[src/rtl/alarm_controller.sv]
// alarm_controller: alarm master FSM (IDLE -> SET -> TRIGGER -> ALERT) with input synchronisers
// and a once-per-second entry-delay countdown. Define ALARM_AUTO_REARM_EN to auto-rearm after ALERT_SECONDS.
package alarm_pkg;
    typedef enum logic [1:0] {
        STATE_IDLE    = 2'd0,
        STATE_SET     = 2'd1,
        STATE_TRIGGER = 2'd2,
        STATE_ALERT   = 2'd3
    } fsm_state_t;
endpackage

module alarm_controller
    import alarm_pkg::*;
#(
    parameter int unsigned CLK_HZ          = 50_000_000,
    parameter int unsigned TRIGGER_SECONDS = 30,
    parameter int unsigned ALERT_SECONDS   = 60
) (
    input  logic       clock,
    input  logic       reset,
    input  logic       arm_btn,
    input  logic       disarm_btn,
    input  logic       sensor,
    output fsm_state_t system_state,
    output logic [0:7] timer,
    output logic       alarm_out
);

    localparam int unsigned PRESC_W = (CLK_HZ > 1) ? $clog2(CLK_HZ) : 1;
    localparam logic [PRESC_W-1:0] PRESC_MAX = PRESC_W'(CLK_HZ - 1);
    localparam logic [7:0] TIMER_LOAD = 8'(TRIGGER_SECONDS);

    if (CLK_HZ < 1 || TRIGGER_SECONDS < 1 || TRIGGER_SECONDS > 99 || ALERT_SECONDS < 1) begin : g_bad_params
        $error("alarm_controller: parameter out of range");
    end

    // Buttons: two synchroniser flops plus a third for rising-edge detection.
    logic [1:0] btn_async;
    logic [1:0] btn_req;
    logic       arm_req;
    logic       disarm_req;

    assign btn_async = {disarm_btn, arm_btn};

    for (genvar gi = 0; gi < 2; gi++) begin : g_btn_sync
        logic [2:0] pipe_reg;
        always_ff @(posedge clock) begin
            if (reset) begin
                pipe_reg <= '0;
            end else begin
                pipe_reg <= {pipe_reg[1:0], btn_async[gi]};
            end
        end
        assign btn_req[gi] = pipe_reg[1] & ~pipe_reg[2];
    end

    assign arm_req    = btn_req[0];
    assign disarm_req = btn_req[1];

    logic [1:0] sensor_pipe_reg;
    logic       sensor_lvl;

    always_ff @(posedge clock) begin
        if (reset) begin
            sensor_pipe_reg <= '0;
        end else begin
            sensor_pipe_reg <= {sensor_pipe_reg[0], sensor};
        end
    end

    assign sensor_lvl = sensor_pipe_reg[1];

    fsm_state_t         state_reg, state_next;
    logic [7:0]         timer_reg, timer_next;
    logic               alarm_reg;
    logic [PRESC_W-1:0] presc_reg, presc_next;
    logic               tick;
    logic               entering_timed;

    assign tick = (presc_reg == PRESC_MAX);

`ifdef ALARM_AUTO_REARM_EN
    localparam int unsigned ALERT_W = (ALERT_SECONDS > 1) ? $clog2(ALERT_SECONDS) : 1;
    localparam logic [ALERT_W-1:0] ALERT_LAST = ALERT_W'(ALERT_SECONDS - 1);
    logic [ALERT_W-1:0] alert_cnt_reg, alert_cnt_next;
`endif

    always_comb begin
        state_next = state_reg;
        timer_next = timer_reg;
`ifdef ALARM_AUTO_REARM_EN
        alert_cnt_next = alert_cnt_reg;
`endif
        case (state_reg)
            STATE_IDLE: begin
                if (arm_req) begin
                    state_next = STATE_SET;
                end
            end
            STATE_SET: begin
                if (disarm_req) begin
                    state_next = STATE_IDLE;
                end else if (sensor_lvl) begin
                    state_next = STATE_TRIGGER;
                    timer_next = TIMER_LOAD;
                end
            end
            STATE_TRIGGER: begin
                // Disarm wins even when it coincides with the final tick.
                if (disarm_req) begin
                    state_next = STATE_IDLE;
                end else if (tick) begin
                    if (timer_reg > 8'd1) begin
                        timer_next = timer_reg - 8'd1;
                    end else begin
                        state_next = STATE_ALERT;
                    end
                end
            end
            STATE_ALERT: begin
                if (disarm_req) begin
                    state_next = STATE_IDLE;
                end
`ifdef ALARM_AUTO_REARM_EN
                else if (tick) begin
                    if (alert_cnt_reg == ALERT_LAST) begin
                        state_next = STATE_SET;
                    end else begin
                        alert_cnt_next = alert_cnt_reg + 1'b1;
                    end
                end
`endif
            end
            default: begin
                state_next = STATE_IDLE;
            end
        endcase

        if (state_next != STATE_TRIGGER) begin
            timer_next = '0;
        end

`ifdef ALARM_AUTO_REARM_EN
        if (state_next == STATE_ALERT && state_reg != STATE_ALERT) begin
            alert_cnt_next = '0;
        end
`endif

        // Restarting the prescaler on entry makes the first tick land exactly CLK_HZ cycles later.
        entering_timed = (state_next != state_reg) &&
                         (state_next == STATE_TRIGGER || state_next == STATE_ALERT);
        if (entering_timed || tick) begin
            presc_next = '0;
        end else begin
            presc_next = presc_reg + 1'b1;
        end
    end

    always_ff @(posedge clock) begin
        if (reset) begin
            state_reg <= STATE_IDLE;
            timer_reg <= '0;
            alarm_reg <= 1'b0;
            presc_reg <= '0;
        end else begin
            state_reg <= state_next;
            timer_reg <= timer_next;
            alarm_reg <= (state_next == STATE_ALERT);
            presc_reg <= presc_next;
        end
    end

`ifdef ALARM_AUTO_REARM_EN
    always_ff @(posedge clock) begin
        if (reset) begin
            alert_cnt_reg <= '0;
        end else begin
            alert_cnt_reg <= alert_cnt_next;
        end
    end
`endif

    assign system_state = state_reg;
    assign timer        = timer_reg;
    assign alarm_out    = alarm_reg;

endmodule

[config.mk]
export PLATFORM = sky130hd
export DESIGN_NAME = alarm_controller
export DESIGN_NICKNAME = d
export VERILOG_FILES = /design/src/rtl/alarm_controller.sv
export SDC_FILE = /design/constraint.sdc
export NUM_CORES = 1
export LEC_CHECK = 0
export CAP_MARGIN = 5
export CORE_UTILIZATION = 39
export DETAILED_ROUTE_END_ITERATION = 6
export PLACE_DENSITY = 0.68
export SLEW_MARGIN = 0
export SYNTH_ARGS = -nofsm -noshare
export SYNTH_HDL_FRONTEND = slang
export SYNTH_SLANG_ARGS = --single-unit
[constraint.sdc]
create_clock -name clock -period 3.2 [get_ports clock]
set_clock_uncertainty 0.1 [all_clocks]
set_input_delay 0.32 -clock clock [delete_from_list [all_inputs] [get_ports clock]]
set_output_delay 0.32 -clock clock [all_outputs]
set_load 0.02 [all_outputs]
==> results_dict.tcl, run 1 <==
set metrics [dict create \
    regArea_sq_um 901 \
    drt.antenna.violating_nets 0 \
    r2r_start "timer[7]" \
    seq_area_frac_synth_pct 45.6 \
    synth_warnings 0 \
    power_per_cell_area_nw_per_um2 433 \
    detail_route.vias_per_cell 4.92 \
    finalCriticalPeriod_ns 2.25 \
    number_of_cts_inserted_buffers 5 \
    number_of_flip_flops_in_the_largest_register 26 \
    io-pin-count 16 \
    grt_start_max_net_pins 27 \
    clk_latency_ns 0.30 \
    timing.hold.worst.class "flop to flop" \
    critPathKind "flop to flop" \
    dpl.hpwl_microns 2410 \
    synthMostInstantiatedCell "sky130_fd_sc_hd__dfxtp_1" \
    antenna_found_initial 0 \
    drive_above_1_share_pct 8.15 \
    synthCells 215 \
    core-area_sq_um 4790 \
    drc 0 \
    place_worst_setup_slack_ns 0.978 \
    number_of_gates_resized_after_cts 0 \
    path_max_fanout 9 \
    holdPathStages 1 \
    report.final.hold_viol_count 0 \
    layout_cells_excl_fill 300 \
    design.final.nets 240 \
    synth.lib_cells_used.distinct 40 \
    post_cts.repair.setup_buffers 0 \
    avgSynthCellArea_sq_um 9.18 \
    cts_hold_buffers 0 \
    start_util_pct 41.3 \
    synthDominantCellAreaShare_pct 45.6 \
    first_pass_iters 4 \
    min_period_over_period_pct 70.2 \
    num-fill-cells 464 \
    timing.reg2reg.worst_path_depth 8 \
    hold_path_start "g_btn_sync[0].pipe_reg[0]" \
    yosysTopAreaCell "sky130_fd_sc_hd__dfxtp_1" \
    vias 1476 \
    max-slew-margin-rel_pct 55.0 \
    fmax_mhz 445 \
    ys_top_cells_by_count "sky130_fd_sc_hd__dfxtp_1 (45), sky130_fd_sc_hd__nor2_1 (35), sky130_fd_sc_hd__xor2_1 (18)" \
    yosys-top-cells-area "sky130_fd_sc_hd__dfxtp_1 (46%), sky130_fd_sc_hd__xor2_1 (8.0%), sky130_fd_sc_hd__nor2_1 (6.7%)" \
    ff2ff_setup_slack_ns 0.95 \
    setup.worst_path.end_class "flop" \
    port-buffer-count 15 \
    critical_path.reg2reg.endpoint "timer[2]" \
    cts.sinks 45 \
    global_route.usage.total_pct 14.6 \
    min_to "g_btn_sync[0].pipe_reg[1]" \
    antenna-diode-count 0 \
    stdcell_area_sq_um 2280 \
    power.leakage_nw 0.795 \
    die_h_microns 73.2 \
    postSynthNetCount 223 \
    area_growth_syn_to_layout_pct 15.7 \
    max-clock-path-buffers 2 \
    worst_setup_path_start_kind "flop" \
    setup_violations 0 \
    worstMarginPinSlew_ns 0.670 \
    grt_pass1_wl_microns 6010 \
    cts.reportedPaths.clkPinSlew_ns 0.08 \
    grt_overflow_total 0 \
    report.final.slew_viol_count 0 \
    drt_iter0_drc 58 \
    yosys_most_used_dff "sky130_fd_sc_hd__dfxtp_1" \
    synth_enable_flop_cells 0 \
    cts_max_level 2 \
    wirelength_microns 3420 \
    tritoncts "built" \
    cap_viol_max_count 0 \
    cp.arrival_ns 2.37 \
    power.ir.vdd_worst_uv 230 \
    multi_input_gate_area_in_the_final_layout_sq_um 1020 \
    first_global_vias 1435 \
    post_synth_instance_area_sq_um 1970 \
    routedWlPerCell_microns 11.4 \
    totalPowerFinal_w 0.000988 \
    cts_root_buffer "sky130_fd_sc_hd__clkbuf_8" \
    floorplan.die.width_microns 73.2 \
    floorplan.rows 25 \
    fin_ws_ns 0.954 \
    die_area_sq_um 5350 \
    setup_repair_after_global_routing_missed_its_margin "no" \
    dp_cells 292 \
    routabilityCongestion 0.775 \
    place_area_sq_um 2180 \
    run_status "completed" \
    data_required_time_at_the_worst_endpoint_ns 3.32 \
    post_synthesis_sequential_element_count 45 \
    synth_async_sr_flop_share_pct 0 \
    timing.setup.tns_ns 0 \
]
[cell type report]
type	count	share of cell area (%)
well taps	67	3.67
inverters	4	0.658
clock buffers	7	4.22
multi-input cells	160	44.9
repair buffers	16	6.90
clock inverters	1	0.219
flip-flops and latches	45	39.5
[cell families (layout without fill, tap and decap cells)]
logic type      count (synthesis)  count (layout)  synth area share, %
compound gates                 18              18                 5.58
flops                          45              45                 45.6
xor+xnor                       28              28                 12.4
buf+inv                        10              28                 2.47
fa+ha+maj                       3               3                 1.90
simple gates                  111             111                 32.0
[worst max-delay path, cell delays in order, from the launching register on]
cell and delay [ns]:
sky130_fd_sc_hd__dfxtp_1 0.38, sky130_fd_sc_hd__inv_1 0.09, sky130_fd_sc_hd__ha_1 0.23, sky130_fd_sc_hd__or2_1 0.25, sky130_fd_sc_hd__a31oi_1 0.21, sky130_fd_sc_hd__and4b_1 0.39
sky130_fd_sc_hd__o211ai_1 0.15, sky130_fd_sc_hd__xor2_1 0.18, sky130_fd_sc_hd__nor3b_1 0.19
[how the worst max path moves through the flow]
| stage | slack [ns] | cells past startpoint | endpoint | from |
|---|---|---|---|---|
| after detailed placement | 0.98 | 8 | timer[2] | timer[7] |
| after global routing | 0.75 | 8 | timer[1] | timer[7] |
| final | 0.95 | 8 | timer[2] | timer[7] |
| after floorplan | 1.07 | 9 | timer[2] | timer[7] |
| after CTS | 0.95 | 8 | timer[2] | timer[7] |
| after global placement | 1.05 | 8 | timer[0] | timer[7] |
[per-layer routing]
metal | track usage [%] | wire [microns] | vias up
met4 | 7.63 | 56 | 0
met2 | 23.8 | 1580 | 23
li1 | - | - | 760
met1 | 17.7 | 1660 | 686
met3 | 3.87 | 126 | 7
met5 | 0 | 0 | -
[report_power, final]
part           switching, W  internal, W  total (W)
Clock              0.000187     0.000195   0.000382
Sequential       0.00000592     0.000568   0.000574
Combinational     0.0000174    0.0000153  0.0000327
Total              0.000210     0.000778   0.000988
[stage by stage]
step                utilization, %  hold WS [ns]
floorplan                        -         0.314
global placement              45.6         0.316
detailed placement            45.6         0.331
CTS                           47.7         0.350
global route                  47.7         0.358
finish                        47.7         0.342
[layout by cell type, fill, tap and decap left out, types with 2 or more instances in the layout]
master / instances
sky130_fd_sc_hd__or3_1: 4
sky130_fd_sc_hd__ha_1: 3
sky130_fd_sc_hd__nand4_1: 5
sky130_fd_sc_hd__dfxtp_1: 45
sky130_fd_sc_hd__o211ai_1: 3
sky130_fd_sc_hd__nor2_1: 35
sky130_fd_sc_hd__xor2_1: 18
sky130_fd_sc_hd__clkdlybuf4s50_1: 15
sky130_fd_sc_hd__a31oi_1: 2
sky130_fd_sc_hd__nor3_1: 5
sky130_fd_sc_hd__nand2_1: 11
sky130_fd_sc_hd__o21ai_0: 3
sky130_fd_sc_hd__inv_1: 4
sky130_fd_sc_hd__nor3b_1: 4
sky130_fd_sc_hd__and3_1: 3
sky130_fd_sc_hd__and3_2: 3
sky130_fd_sc_hd__nand2b_1: 3
sky130_fd_sc_hd__nor2b_1: 13
sky130_fd_sc_hd__nand3_1: 12
sky130_fd_sc_hd__clkbuf_8: 7
sky130_fd_sc_hd__and4_1: 2
sky130_fd_sc_hd__xnor2_1: 10
sky130_fd_sc_hd__a21oi_1: 6
(Power assumes the default switching activity.)
==> inputs of run 2 (changes only) <==
==> constraint.sdc (replaced) <==
create_clock -name clock -period 2.15 [get_ports clock]
set_clock_uncertainty 0.1 [all_clocks]
set_input_delay 0.215 -clock clock [delete_from_list [all_inputs] [get_ports clock]]
set_output_delay 0.215 -clock clock [all_outputs]
set_load 0.02 [all_outputs]
==> results_dict.tcl, run 2 (same netlist as run 1, synthesis figures left out) <==
set metrics [dict create \
    die_area_sq_um 5350 \
    critPathKind "flop to flop" \
    setup_violations 0 \
    first_global_vias 1317 \
    setup_repair_after_global_routing_missed_its_margin "no" \
    grt_start_max_net_pins 27 \
    cts_hold_buffers 0 \
    power_per_cell_area_nw_per_um2 601 \
    clk_latency_ns 0.30 \
    drc 0 \
    die_h_microns 73.2 \
    port-buffer-count 15 \
    max-slew-margin-rel_pct 78.1 \
    grt_pass1_wl_microns 5900 \
    first_pass_iters 5 \
    min_period_over_period_pct 93.6 \
    critical_path.reg2reg.endpoint "timer[0]" \
    routabilityCongestion 0.809 \
    r2r_start "timer[7]" \
    start_util_pct 41.3 \
    grt_overflow_total 0 \
    worstMarginPinSlew_ns 0.326 \
    routedWlPerCell_microns 11.2 \
    cts.sinks 45 \
    floorplan.die.width_microns 73.2 \
    clock_power_share_pct 35.9 \
    num-fill-cells 481 \
    timing.reg2reg.worst_path_depth 8 \
    power.leakage_nw 0.830 \
    post_cts.repair.setup_buffers 0 \
    timing.hold.worst.class "flop to flop" \
    holdPathStages 1 \
    min_to "sensor_pipe_reg[1]" \
    design.final.nets 249 \
    cts_root_buffer "sky130_fd_sc_hd__clkbuf_8" \
    layout_commonest_cell "sky130_fd_sc_hd__dfxtp_1" \
    global_route.usage.total_pct 14.3 \
    net-switching-power_w 0.000313 \
    cts_max_level 2 \
    max-clock-path-buffers 2 \
    run_status "completed" \
    number_of_cts_inserted_buffers 5 \
    finalCriticalPeriod_ns 2.01 \
    ff2ff_setup_slack_ns 0.14 \
    power.sequential.fraction_pct 60.1 \
    cap_viol_max_count 0 \
    data_required_time_at_the_worst_endpoint_ns 2.28 \
    fin_ws_ns 0.138 \
    timing.setup.tns_ns 0 \
    report.final.slew_viol_count 0 \
    core-area_sq_um 4790 \
    cts.reportedPaths.clkPinSlew_ns 0.09 \
    cp.arrival_ns 2.14 \
    report.final.hold_viol_count 0 \
    drive_above_1_share_pct 12.4 \
    tritoncts "built" \
    worst_setup_path_start_kind "flop" \
    setup.worst_path.end_class "flop" \
    area_growth_syn_to_layout_pct 19.3 \
    detail_route.vias_per_cell 4.90 \
    mostFrequentLayoutCells "sky130_fd_sc_hd__dfxtp_1 (43), sky130_fd_sc_hd__nor2_1 (35), sky130_fd_sc_hd__xor2_1 (18)" \
    number_of_flip_flops_in_the_largest_register 26 \
    drt.antenna.violating_nets 0 \
    path_max_fanout 6 \
    hold_path_start "sensor_pipe_reg[0]" \
    floorplan.rows 25 \
    wirelength_microns 3460 \
    cell_internal_pwr_w 0.00110 \
    vias 1513 \
    netSwitchingFraction_pct 22.1 \
    dpl.hpwl_microns 2490 \
    power.ir.vdd_worst_uv 315 \
    antenna_found_initial 0 \
    io-pin-count 16 \
    drt_iter0_drc 56 \
    place_worst_setup_slack_ns 0.0192 \
    share_comb_of_total_power_pct 4.0 \
    fmax_mhz 497 \
    antenna-diode-count 0 \
]
run 2: cell types whose count changed in the layout (fill, tap and decap cells not counted), sizes merged:
| cell | delta |
|---|---|
| clkinvlp | +1 |
| clkinv | -1 |
| buf | +9 |
run 2: cell type report:
type	count	area, sq um	share of cell area (%)
multi-input combinational	160	1030	43.7
timing repair buffer	25	238	10.1
inverter	4	15.0	0.638
clock inverter	1	7.51	0.319
sequential	45	906	38.5
tap	67	83.8	3.56
clock buffer	7	76.3	3.24
run 2: power by group through the flow:
stage	Clock, W	Sequential (W)	Combinational (W)
2_1_floorplan	0	0.000873	0.0000326
3_3_place_gp	0	0.000872	0.0000568
3_5_place_dp	0	0.000872	0.0000574
4_1_cts	0.000529	0.000853	0.0000576
5_1_grt	0.000553	0.000853	0.0000638
6_report	0.000508	0.000851	0.0000563
run 2: repair_timing:
item / in CTS / in global routing
endpoints found under the setup margin: 1 / 7
pin swaps: 0 / 3
gates resized for setup: 1 / 4
gates cloned: 0 / 0
run 2: worst max-delay path, stage by stage, from the launching register on:
cell and delay (ns):
sky130_fd_sc_hd__dfxtp_4 0.37, sky130_fd_sc_hd__inv_1 0.06, sky130_fd_sc_hd__ha_2 0.19, sky130_fd_sc_hd__or2_1 0.24, sky130_fd_sc_hd__a31oi_1 0.20, sky130_fd_sc_hd__and4b_2 0.32, sky130_fd_sc_hd__o211ai_1 0.11, sky130_fd_sc_hd__xor2_1 0.16
sky130_fd_sc_hd__nor3b_1 0.17
run 2: worst max-delay path by stage:
stage,startpoint,endpoint,slack [ns],depth (start not counted)
final,timer[7],timer[0],0.14,8
after global routing,timer[7],timer[2],0.005,8
after CTS,timer[7],timer[0],0.02,8
after detailed placement,timer[7],timer[0],0.02,8
after global placement,timer[7],timer[2],0.12,8
after floorplan,timer[7],timer[2],0.02,9
run 2: layer usage:
layer,share of wire [%],global-route usage (%),wire (microns),up-vias
li1,-,-,-,778
met1,50,18.1,1740,705
met2,44,22.6,1540,25
met3,3.6,3.87,125,5
met4,1.7,6.54,60,0
met5,0,0,0,-
run 2: per-stage QoR:
step / cells / total power [W] / hold WS (ns) / instance area (sq um) / utilization, %
after global placement: 301 / 0.000929 / 0.316 / 2260 / 47.3
after CTS: 309 / 0.00144 / 0.342 / 2350 / 49.0
final: 309 / 0.00142 / 0.338 / 2350 / 49.2
after floorplan: 215 / 0.000906 / 0.243 / 1970 / -
after global routing: 309 / 0.00147 / 0.359 / 2350 / 49.2
after detailed placement: 301 / 0.000930 / 0.322 / 2260 / 47.3
==> inputs of run 3 (changes only) <==
--- a/config.mk
+++ b/config.mk
@@ -5,10 +5,13 @@
 export SDC_FILE = /design/constraint.sdc
 export NUM_CORES = 1
 export LEC_CHECK = 0
+export ABC_AREA = 1
 export CAP_MARGIN = 5
 export CORE_UTILIZATION = 39
 export DETAILED_ROUTE_END_ITERATION = 6
-export PLACE_DENSITY = 0.68
+export DONT_BUFFER_PORTS = 1
+export MAX_ROUTING_LAYER = met4
+export PLACE_DENSITY = 0.64
 export SLEW_MARGIN = 0
 export SYNTH_ARGS = -nofsm -noshare
 export SYNTH_HDL_FRONTEND = slang
==> results_dict.tcl, run 3 <==
set metrics [dict create \
    run_status "completed" \
    report.final.slew_viol_count 0 \
    drt_iter0_drc 80 \
    setup_repair_after_global_routing_missed_its_margin "no" \
    cpPeakStageDelay_ns 0.34 \
    setup.worst_path.end_class "flop" \
    port-buffer-count 0 \
    grt_start_max_net_pins 27 \
    holdPathStages 3 \
    fmax_mhz 510 \
    layout_commonest_cell "sky130_fd_sc_hd__nor2_1" \
    max-clock-path-buffers 2 \
    seq_area_frac_synth_pct 38.9 \
    antenna-diode-count 0 \
    die_h_microns 79.1 \
    yosys-top-cells-area "sky130_fd_sc_hd__dfxtp_1 (39%), sky130_fd_sc_hd__nor2_1 (10%), sky130_fd_sc_hd__inv_1 (8.3%)" \
    timing.hold.worst.class "input port to flop" \
    cap_viol_max_count 0 \
    drc 0 \
    synthDominantCellAreaShare_pct 38.9 \
    synth_simple_gate_area_share_pct 36.7 \
    grt_overflow_total 0 \
    setup_violations 0 \
    routedWlPerCell_microns 10.8 \
    yosys_most_used_dff "sky130_fd_sc_hd__dfxtp_1" \
    cts_max_level 2 \
    timing.setup.tns_ns 0 \
    vias 1910 \
    critPathKind "flop to flop" \
    cp.arrival_ns 2.05 \
    synth_compound_area_share_pct 2.65 \
    worst_setup_path_start_kind "flop" \
    min_period_over_period_pct 91.2 \
    clk_latency_ns 0.30 \
    data_required_time_at_the_worst_endpoint_ns 2.24 \
    cts.reportedPaths.clkPinSlew_ns 0.10 \
    dpl.hpwl_microns 3300 \
    die_area_sq_um 6250 \
    max-slew-margin-rel_pct 70.0 \
    synth_mux_area_share_pct 0 \
    global_route.usage.total_pct 16.1 \
    drt.antenna.violating_nets 0 \
    avgSynthCellArea_sq_um 7.21 \
    synth_enable_flop_cells 0 \
    report.final.hold_viol_count 0 \
    synth_xor_xnor_area_share_pct 10.2 \
    postSynthNetCount 329 \
    totalPowerFinal_w 0.00146 \
    worstMarginPinSlew_ns 0.450 \
    tritoncts "built" \
    routabilityCongestion 0.874 \
    power.ir.vdd_worst_uv 364 \
    place_worst_setup_slack_ns 0.149 \
    critical_path.cell_chain "inv_1, ha_1, inv_1, nand2_1, nand3_1, nor2_1, nand3_1, nand2_1, nand2_1, nand3_1, nand2_2, nand2_8, nor2_1" \
    post_synthesis_sequential_element_count 45 \
    synth.lib_cells_used.distinct 28 \
    first_pass_iters 4 \
    timing.reg2reg.worst_path_depth 13 \
    fin_ws_ns 0.189 \
    antenna_found_initial 0 \
    first_global_vias 1786 \
    post_cts.repair.setup_buffers 0 \
    number_of_flip_flops_in_the_largest_register 26 \
    path_max_fanout 26 \
    cts.sinks 45 \
    yosysTopAreaCell "sky130_fd_sc_hd__dfxtp_1" \
    design.final.nets 349 \
    number_of_cts_inserted_buffers 5 \
    synth_warnings 0 \
    io-pin-count 16 \
    area_growth_syn_to_layout_pct 12.7 \
    detail_route.vias_per_cell 4.61 \
    finalCriticalPeriod_ns 1.96 \
    grt_pass1_wl_microns 7710 \
    synth_top_family_by_area "simple AND/OR/NAND/NOR gates" \
    synthAdderAreaFrac_pct 1.62 \
    cts_root_buffer "sky130_fd_sc_hd__clkbuf_8" \
    start_util_pct 41.3 \
    power.leakage_nw 1.03 \
    cp_slowest_cell "sky130_fd_sc_hd__dfxtp_1" \
    post_synth_instance_area_sq_um 2320 \
    drive_above_1_share_pct 14.3 \
    synthCells 321 \
    synthMostInstantiatedCell "sky130_fd_sc_hd__nor2_1" \
    power_per_cell_area_nw_per_um2 561 \
    ys_top_cells_by_count "sky130_fd_sc_hd__nor2_1 (64), sky130_fd_sc_hd__inv_1 (51), sky130_fd_sc_hd__nand2_1 (50)" \
    floorplan.rows 27 \
    floorplan.die.width_microns 79.1 \
    mostFrequentLayoutCells "sky130_fd_sc_hd__nor2_1 (64), sky130_fd_sc_hd__inv_1 (51), sky130_fd_sc_hd__nand2_1 (49)" \
    wirelength_microns 4480 \
    core-area_sq_um 5610 \
    synth_async_sr_flop_share_pct 0 \
]
[run 3: cell count changes after synthesis, sizes merged, moves of 4 or more]
cell	change
nor4	+4
or3	-4
nand3	+13
nor3b	-4
and3	-6
nand2	+46
nor2b	-13
nor2	+41
inv	+48
[run 3: final cells by class]
cell class / instances / area [sq um]
fill: 579 / 3000
inverter: 52 / 195
multi-input combinational: 221 / 1200
sequential: 45 / 901
clock buffer: 5 / 68.8
clock inverter: 3 / 28.8
timing repair buffer: 16 / 130
tap: 72 / 90.1
[run 3: power breakdown]
| part | internal [W] | switching [W] |
|---|---|---|
| Clock | 0.000245 | 0.000321 |
| Combinational | 0.0000180 | 0.0000294 |
| Sequential | 0.000845 | 0.00000632 |
[run 3: through the flow]
| step | hold WS [ns] | utilization (%) | cell area [sq um] | instances |
|---|---|---|---|---|
| 2_1_floorplan | 0.199 | - | 2320 | 321 |
| 4_1_cts | 0.196 | 46.3 | 2600 | 414 |
| 3_5_place_dp | 0.189 | 43.9 | 2460 | 402 |
| 3_3_place_gp | 0.188 | 43.9 | 2460 | 402 |
| 5_1_grt | 0.161 | 46.5 | 2610 | 414 |
| 6_report | 0.165 | 46.5 | 2610 | 414 |
[run 3: path summary, 6_finish.rpt]
| path | from | end | slack, ns |
|---|---|---|---|
| max | timer[7] | presc_reg[6] | 0.19 |
| max reg2reg | timer[7] | presc_reg[6] | 0.19 |
| min | reset | presc_reg[17] | 0.17 |
| min reg2reg | sensor_pipe_reg[0] | sensor_pipe_reg[1] | 0.31 |
[run 3: worst max-delay path, delay by kind of cell, from the launching register on]
family	cells	cell delay (ns)
fa+ha+maj	1	0.20
flops	1	0.34
buf+inv	2	0.19
simple gates	10	1.03
[run 3: repair_timing]
item,4_1_cts,5_1_grt
resized for setup,0,2
setup endpoints to repair,0,18
hold endpoints to repair,11,0
hold buffers,4,0
[run 3: metal layers]
layer | vias to the layer above | wire [microns] | track usage, %
li1 | 1025 | - | -
met1 | 849 | 2200 | 19.7
met2 | 31 | 2060 | 25.8
met3 | 5 | 181 | 4.14
met4 | 0 | 40 | 5.27
met5 | - | 0 | -
[run 3: logic make-up (layout without fill, tap and decap cells)]
family | count (synthesis) | after routing
compound gates | 12 | 12
buf+inv | 55 | 76
simple gates | 179 | 179
flops | 45 | 45
fa+ha+maj | 3 | 3
xor+xnor | 27 | 27
